$ cat config.mk
export PLATFORM = sky130hd
export DESIGN_NAME = dec_lut_result_collector
export DESIGN_NICKNAME = d
export VERILOG_FILES = /design/src/rtl/dec_lut_pkg.sv /design/src/rtl/dec_lut_res_fifo.sv /design/src/rtl/dec_lut_result_collector.sv
export SDC_FILE = /design/constraint.sdc
export NUM_CORES = 1
export LEC_CHECK = 0
export CAP_MARGIN = 20
export CORE_MARGIN = 2
export CORE_UTILIZATION = 23
export DETAILED_ROUTE_END_ITERATION = 7
export PLACE_DENSITY = 0.48
export SLEW_MARGIN = 10
export SYNTH_ARGS = -nofsm -noshare
export SYNTH_HDL_FRONTEND = slang
export SYNTH_HIERARCHICAL = 1
export SYNTH_SLANG_ARGS = --single-unit
$ cat constraint.sdc
create_clock -name clk -period 9 [get_ports clk]
set_clock_uncertainty 0.2 [all_clocks]
set_input_delay 1.8 -clock clk [delete_from_list [all_inputs] [get_ports clk]]
set_output_delay 1.8 -clock clk [all_outputs]
set_load 0.02 [all_outputs]
$ cat src/rtl/dec_lut_pkg.sv
// Shared types and constants for the LUT-decoder result collector.
package dec_lut_pkg;

  localparam int unsigned N_BITS = 53;
  // 52 ones with the MSB clear: the N every correct decode must produce.
  localparam logic [N_BITS-1:0] EXP_N = 53'h0F_FFFF_FFFF_FFFF;

  typedef enum logic [1:0] {
    StIdle,
    StSettle,
    StWait
  } state_e;

  typedef struct packed {
    logic [N_BITS-1:0] n;
    logic              match;
    logic              timeout;
  } result_t;

endpackage

$ cat src/rtl/dec_lut_res_fifo.sv
// Synchronous result FIFO; push and pop may coincide in any fill state, including full.
module dec_lut_res_fifo
  import dec_lut_pkg::*;
#(
  parameter int unsigned DEPTH = 4
) (
  input  logic    clk,
  input  logic    rst,
  input  logic    push,
  input  result_t wdata,
  input  logic    pop,
  output result_t rdata,
  output logic    full,
  output logic    empty
);

  localparam int unsigned AW = $clog2(DEPTH);

  result_t       mem [DEPTH];
  logic [AW:0]   wptr;
  logic [AW:0]   rptr;
  logic          do_push;
  logic          do_pop;

  // Full/empty from extra-MSB pointers; a pop frees the slot for a same-cycle push.
  always_comb begin
    empty   = (wptr == rptr);
    full    = (wptr[AW] != rptr[AW]) && (wptr[AW-1:0] == rptr[AW-1:0]);
    do_pop  = pop && !empty;
    do_push = push && (!full || pop);
    rdata   = empty ? '0 : mem[rptr[AW-1:0]];
  end

  // Storage and pointer update.
  always_ff @(posedge clk or posedge rst) begin
    if (rst) begin
      wptr <= '0;
      rptr <= '0;
      for (int i = 0; i < DEPTH; i++) mem[i] <= '0;
    end else begin
      if (do_push) begin
        mem[wptr[AW-1:0]] <= wdata;
        wptr              <= wptr + 1'b1;
      end
      if (do_pop) rptr <= rptr + 1'b1;
    end
  end

endmodule

$ cat src/rtl/dec_lut_result_collector.sv
// Watches decoder found/N after each arm, captures one result per request and queues it.
module dec_lut_result_collector
  import dec_lut_pkg::*;
#(
  parameter int unsigned SETTLE_CYC  = 2,
  parameter int unsigned TIMEOUT_CYC = 1024,
  parameter int unsigned DEPTH       = 4,
  parameter int unsigned CNT_W       = 16
) (
  input  logic              clk,
  input  logic              rst,
  input  logic              arm,
  input  logic              found_i,
  input  logic [N_BITS-1:0] n_i,
  output logic              out_valid,
  input  logic              out_ready,
  output logic [N_BITS-1:0] out_n,
  output logic              out_match,
  output logic              out_timeout,
  output logic              busy,
  output logic              overflow,
  output logic [CNT_W-1:0]  total_cnt,
  output logic [CNT_W-1:0]  err_cnt
);

  localparam int unsigned TMR_MAX = (TIMEOUT_CYC > SETTLE_CYC) ? TIMEOUT_CYC : SETTLE_CYC;
  localparam int unsigned TMR_W   = (TMR_MAX > 1) ? $clog2(TMR_MAX) : 1;
  localparam logic [TMR_W-1:0] SETTLE_LAST = TMR_W'(SETTLE_CYC - 1);
  localparam logic [TMR_W-1:0] TMO_LAST    = TMR_W'(TIMEOUT_CYC - 1);

  state_e           state_q, state_d;
  logic [TMR_W-1:0] tmr_q, tmr_d;
  logic             push;
  result_t          wres;
  result_t          head;
  logic             full;
  logic             empty;

  // Next state, shared settle/timeout timer and the result to push.
  always_comb begin
    state_d = state_q;
    tmr_d   = tmr_q;
    push    = 1'b0;
    wres    = '0;
    unique case (state_q)
      StIdle: begin
        if (arm) begin
          state_d = StSettle;
          tmr_d   = '0;
        end
      end
      StSettle: begin
        // found_i may still reflect the previous W here, so it is ignored.
        if (arm) begin
          tmr_d = '0;
        end else if (tmr_q == SETTLE_LAST) begin
          state_d = StWait;
          tmr_d   = '0;
        end else begin
          tmr_d = tmr_q + 1'b1;
        end
      end
      StWait: begin
        if (found_i) begin
          push       = 1'b1;
          wres.n     = n_i;
          wres.match = (n_i == EXP_N);
          state_d    = StIdle;
        end else if (tmr_q == TMO_LAST) begin
          push         = 1'b1;
          wres.timeout = 1'b1;
          state_d      = StIdle;
        end else begin
          tmr_d = tmr_q + 1'b1;
        end
        // A new arm restarts settling; a result completing this cycle is still pushed.
        if (arm) begin
          state_d = StSettle;
          tmr_d   = '0;
        end
      end
      default: state_d = StIdle;
    endcase
  end

  // FSM and timer registers.
  always_ff @(posedge clk or posedge rst) begin
    if (rst) begin
      state_q <= StIdle;
      tmr_q   <= '0;
    end else begin
      state_q <= state_d;
      tmr_q   <= tmr_d;
    end
  end

  // Saturating completion/error counters and sticky overflow flag.
  always_ff @(posedge clk or posedge rst) begin
    if (rst) begin
      total_cnt <= '0;
      err_cnt   <= '0;
      overflow  <= 1'b0;
    end else if (push) begin
      if (total_cnt != '1) total_cnt <= total_cnt + 1'b1;
      if (!wres.match && (err_cnt != '1)) err_cnt <= err_cnt + 1'b1;
      if (full && !out_ready) overflow <= 1'b1;
    end
  end

  dec_lut_res_fifo #(
    .DEPTH (DEPTH)
  ) u_fifo (
    .clk   (clk),
    .rst   (rst),
    .push  (push),
    .wdata (wres),
    .pop   (out_ready),
    .rdata (head),
    .full  (full),
    .empty (empty)
  );

  // Head fields come straight from FIFO registers.
  always_comb begin
    out_valid   = !empty;
    out_n       = head.n;
    out_match   = head.match;
    out_timeout = head.timeout;
    busy        = (state_q != StIdle);
  end

endmodule

* Word level (Yosys, flattened, before mapping)
Index checks and enable logic that the tools add are counted.
Word-level totals: flip-flop bits (word level) 271, bits of input ports 58
Operators by class: $add $sub $neg 5, $lt $le $gt $ge 3, eq/ne operators 16, multiplexer cells 27, bitwise logic cells 2, reductions and logical operators 19
Operators by type and width (count):
- 55-bit two-way mux | 5
- 220-bit bitwise mux | 1
- 55-bit binary-select mux with 2-bit select | 1
- 55-bit demux with 2-bit select | 1
- 10-bit two-way mux | 6
- 54-bit two-way mux | 1
- 53-bit by 52-bit equality test with 1-bit output (second input constant) | 1
- 16-bit by 1-bit adder with 16-bit output (second input constant) | 2
- 16-bit inequality test (second input constant) | 2
- 10-bit case mux with 3 select lines | 1
- 2-bit two-way mux | 6
- 10-bit by 1-bit adder with 10-bit output (second input constant) | 1
- 10-bit by 1-bit equality test with 1-bit output (second input constant) | 1
- 10-bit equality test (second input constant) | 1
- 4-bit AND reduction | 2
- 3-bit by 1-bit adder with 3-bit output (second input constant) | 2
- 3-bit >= comparator (second input constant) | 2
- 1-bit logical AND | 6
- 2-bit inequality test (second input constant) | 3
- 3-bit inequality test (second input constant) | 2
- 2-bit NOT with 3-bit output | 2
- 2-bit case mux with 3 select lines | 1
- 2-bit AND reduction | 3
- 1-bit logical NOT | 4
- 12 further kinds | 15

* Logic depth before layout (Yosys ltp)
word-level depth 7, mapped depth 11

* Cells and area by module
Netlist, hierarchy kept.
Modules (own cells, without submodules):
- dec_lut_res_fifo | instances 1, cells an instance 627, area each 10342.4 µm², seq. area each 5655.4 µm²
- dec_lut_result_collector | instances 1, cells an instance 327, area each 2964.1 µm², seq. area each 1126.1 µm²

* Worst setup path before layout
Ideal clock, no wire load.
kind in2reg, from input port found_i, to register u_fifo/mem[12] (netlist bit), library setup time 0.125 ns, arrival time 3.565 ns, setup slack 5.110 ns, stages 9, cells stage by stage buf_2 > and2_0 > clkbuf_1 > or2_2 > and2_1 > o41ai_1 > buf_2 > buf_4 > mux2_2
Between the ends: word-level cells in the longest chain between the ends 3, elaborated cells on any way between the ends 6
RTL lines:
- from (decl) | line dec_lut_result_collector.sv:13 | input logic found_i,
- 1-bit two-way mux | line dec_lut_result_collector.sv:64 | if (found_i) begin
- 1-bit two-way mux | line dec_lut_result_collector.sv:45 | unique case (state_q)
- named net push | line dec_lut_result_collector.sv:33 | logic push;
- 1-bit logical AND | line dec_lut_res_fifo.sv:30 | do_push = push && (!full || pop);
- to (signal, indexed assignment) | line dec_lut_res_fifo.sv:42 | mem[wptr[AW-1:0]] <= wdata;
- to (decl) | line dec_lut_res_fifo.sv:19 | result_t mem [DEPTH];
The timed path passes the listed nets, and every way through them passes these cells. A chain may end at the register's enable or synchronous reset.

* Worst setup path in the final report
from register u_fifo.rptr[0], to output port out_match
Between the ends: word-level cells in the longest chain between the ends 5, elaborated cells on any way between the ends 6
RTL lines:
- from (decl) | line dec_lut_res_fifo.sv:21 | logic [AW:0] rptr;
- from (signal assigned) | line dec_lut_res_fifo.sv:45 | if (do_pop) rptr <= rptr + 1'b1;
- 2-bit NOT with 3-bit output (not written as such) | line dec_lut_res_fifo.sv:31 | rdata = empty ? '0 : mem[rptr[AW-1:0]];
- 55-bit binary-select mux with 2-bit select | line dec_lut_res_fifo.sv:31
- 55-bit two-way mux (not written as such) (2 in a row) | line dec_lut_res_fifo.sv:31
- 55-bit two-way mux * | line dec_lut_res_fifo.sv:31
- to (decl) | line dec_lut_result_collector.sv:18 | output logic out_match,
Mark *: on every way between the ends. The rest lies on a longest branch, timed or not. The select of a mux whose other input is x is not followed.

==> results.md <==
Synthesis:
- The register bit total from synthesis is 271.
- Summing the sequential cell areas from Yosys gives 51.0% of the chip area.
- In the synthesized netlist the async set-or-reset flop fraction comes to 100%.
- Among all flip-flop cells after synthesis, the most frequent one is dfrtp_1.
- The number of standard cells after synthesis is 954.
- Averaged over all synthesized cells, the footprint is 13.9 um^2.
- The number of warnings printed during yosys synthesis is 6.
- The number of nets in the synthesized netlist is 1025.
- Yosys mapped a number of flops with a built-in enable equal to 0.
- The total standard cell area after synthesis is about 13000 um^2.
- The number of distinct library cell variants in the gate-level netlist after synthesis is 61.

STA:
- The maximum clock frequency is 184 MHz.
- The post-layout minimum cycle time is approximately 5.4 ns.
- In the post-route analysis, the smallest setup slack over all paths is 3.58 ns.
- After layout, the worst path uses 60.3% of the clock period.
- After routing, the total negative slack on setup checks comes to 0 ns.
- The final hold violation count came to 0.
- Setup repair after global routing left no endpoint under its margin.
- Headroom to the max-slew limit came out at 34.5%.
- The number of setup violations in the final report is 0.
- For the pin with the worst max-slew slack, the measured transition is 0.983 ns.
- The number of max-slew violations in the final report was 0.

Floorplanning:
- The die area is 59800 um^2.
- The floorplan step defined a core boundary enclosing 57500 um^2.
- The initial utilization of the core area, before any placement, comes to 23.2%.
- The number of ports placed on the die boundary is 148.
- The floorplan step set the die width to approximately 240 um.
- The die is 245 um tall.
- The total number of placement rows is 88.

Power:
- For this design the ratio of total power to cell area is 271 nW/um^2.
- The analysis attributes to cell leakage a power of 7.71 nW.
- The worst supply voltage drop on vdd is 137 uV.

Clocking:
- The CTS tree is done.
- Clock-pin slew was measured on the worst setup and hold paths at 0.06 ns.
- The number of setup buffers added after CTS is 0.
- Counting along the longest clock path gives a buffer depth of 3.
- The sink count of the clock tree is 271.
- CTS built an H-tree with a depth of 1.
- The number of gates resized after CTS was 0.
- TritonCTS created 30 clock buffers.
- Buffers inserted to repair hold after CTS numbered 0.
- The clock latency on the worst-skew pair is 0.57 ns.
- The root buffer cell chosen for the clock tree is clkbuf_16.

Global route:
- The aggregate global-route resource usage is 12.0%.
- The initial antenna violation count is 5.
- The final global-route overflow total is 0.
- For met2 alone, demand over resource in global routing was 19.6%.
- For this run, global-route usage on met3 was measured as 2.99%.
- The met1 routing resource usage after global routing is between 10% and 20%.
- Entering global routing, the biggest net connects 149 pins.
- The via count of the first global-routing pass is 8965.
- The layer with the highest usage is met2.
- The first-pass GRT wire length is 55700 um.

Worst setup path:
- The timing startpoint of the critical path is u_fifo/rptr[0].
- The signal on the critical path passes through buf_4 > mux4_2 > nor2b_1 > clkdlybuf4s50_1.
- The delay of the slowest critical-path stage is 0.79 ns.
- The largest individual stage delay along the critical path comes from the cell dfrtp_4.
- The kind of launch point of the worst setup path is a flip-flop.
- The worst setup path is captured at an output pin.
- Along the worst path, the maximum fanout reaches 34.
- The arrival time of data at the critical path endpoint is 3.42 ns.
- The source of the worst register-to-register timing path is state_q[0].
- Data on the critical path is required at its endpoint by 7.00 ns.
- The start-to-end type of the worst setup path is reg -> out.

Finish:
- The fraction of final layout cells sized beyond drive strength 1 is 24.7%.
- The net count of the finished layout is 1166.
- The most common cell after layout, fill and taps aside is dfrtp_1.
- The library cells used most frequently in the layout, excluding fill and tap cells, are dfrtp_1 (269), clkdlybuf4s50_1 (146), mux2_2 (131), mux2_1 (95), nor2b_1 (57).
- The relative area change from synthesis to final layout is 24.1%.

Min path:
- The class of the tightest hold or removal check is reg -> reg.
- The source of the worst hold timing path is overflow.

Placement:
- Buffers placed on the I/O ports in this run total between 100 and 150.
- The congestion estimate from routability-driven global placement came to 0.748.
- Timing analysis after detailed placement gives a worst setup slack of 4.05 ns.
- Summed over all nets, the half-perimeter wirelength after detailed placement is 23500 um.

Routing:
- The first detailed-routing pass ran for 4 iterations.
- The post-detailed-route count of antenna-violating nets is 0.
- In the routed design, unresolved DRC markers number 0.
- The number of vias in the routed layout is 8324.
- After detailed routing, the number of vias per cell comes to around 4.4.
- The detailed-route wire length per cell is 19.2 um.
- The total length of routed wires is approximately 36000 um.
- After the first detailed-routing iteration, the DRC count stood at 408.

Outcome:
- The flow ran to the end, and the final reports show no timing, DRC or antenna violations.

Job:
- The number of violations of the max-capacitance limit is 0.
==> per-layer routing <==
layer  vias to the layer above  wire [um]
met3                        52       1860
met4                        10        593
met5                         -         58
li1                       3784          -
met2                       172      16800
met1                      4306      16800
==> worst max-delay path, delay by kind of cell, from the launching register on <==
| kind | cells | cell delay [ns] |
|---|---|---|
| simple gates | 1 | 0.17 |
| mux | 1 | 0.65 |
| flops | 1 | 0.79 |
| buf+inv | 2 | 1.22 |
==> cells in the mapped netlist (2+ instances only) <==
master,number,share of area (%)
buf_4,5,0.28
xor2_1,15,0.99
inv_1,21,0.59
clkbuf_1,23,0.65
o211ai_1,2,0.11
nand3_1,19,0.71
and4_1,6,0.39
dfrtp_1,271,51
buf_2,9,0.34
nand4_1,18,0.85
or4_4,2,0.17
a31oi_1,2,0.094
xnor2_1,18,1.2
mux4_2,55,9.3
o21ai_0,9,0.34
buf_1,3,0.085
nor2b_1,57,2.7
ha_1,13,1.2
nor4_1,7,0.33
xor2_2,2,0.24
and2_1,6,0.28
and3_1,54,2.5
o41ai_4,3,0.62
mux2_1,95,8.0
nor2_1,18,0.51
nand2_1,15,0.42
nor3_1,15,0.56
or3_1,3,0.14
a21oi_1,2,0.075
buf_6,15,1.3
a22o_1,6,0.39
xnor2_2,3,0.37
mux2_2,131,11
nand4b_1,2,0.13
or2_2,2,0.094
o41ai_1,2,0.13
==> final timing paths <==
kind | to | slack (ns) | cells after the start
worst max-delay path | out_match | 3.58 | 4
worst min-delay path | overflow | 0.27 | 1
worst max register to register | u_fifo/mem[27] | 5.83 | 8
worst min register to register | overflow | 0.27 | 1
max in group asynchronous | u_fifo/mem[74] | 5.61 | 5
min in group asynchronous | tmr_q[9] | 1.58 | 2
==> report_power, final <==
part | total (mW) | switching [mW] | internal (mW)
Clock | 1.17 | 0.498 | 0.670
Sequential | 1.76 | 0.242 | 1.52
Combinational | 1.55 | 0.785 | 0.761
==> cell type report <==
| type | instances | area [um^2] |
|---|---|---|
| fillers | 5885 | 41000 |
| flip-flops and latches | 271 | 6790 |
| multi-input cells | 606 | 6110 |
| repair buffers | 165 | 1650 |
| well taps | 765 | 957 |
| clock buffers | 47 | 885 |
| inverters | 21 | 86.3 |
| clock inverters | 6 | 45.0 |
| diodes | 2 | 5.00 |
==> sequential cells by signal, indices dropped and copies added, names as in the netlist <==
register / cells
u_fifo/rptr: 3
u_fifo/mem: 220
err_cnt: 16
overflow: 1
total_cnt: 16
tmr_q: 10
u_fifo/wptr: 3
state_q: 2
==> stage by stage <==
step	hold slack (ns)	utilization, %	instance area, um^2	power, mW	std cells
2_1_floorplan	0.259	-	13300	2.78	954
3_3_place_gp	0.268	27.0	15500	3.34	1825
3_5_place_dp	0.262	27.0	15500	3.36	1825
4_1_cts	0.277	28.6	16400	4.56	1878
5_1_grt	0.291	28.7	16500	4.75	1881
6_report	0.270	28.7	16500	4.48	1883
==> kinds of logic after synthesis <==
kind of cell               share of synthesized area [%]
muxes                                               28.5
DFF                                                 51.0
adders and majority gates                           1.22
and+or+nand+nor                                     10.6
xor gates and xnor gates                            2.78
AOI/OAI and AO/OA                                   2.66
buffers and inverters                               3.25
Note: power is estimated with default switching activity, not from simulation.
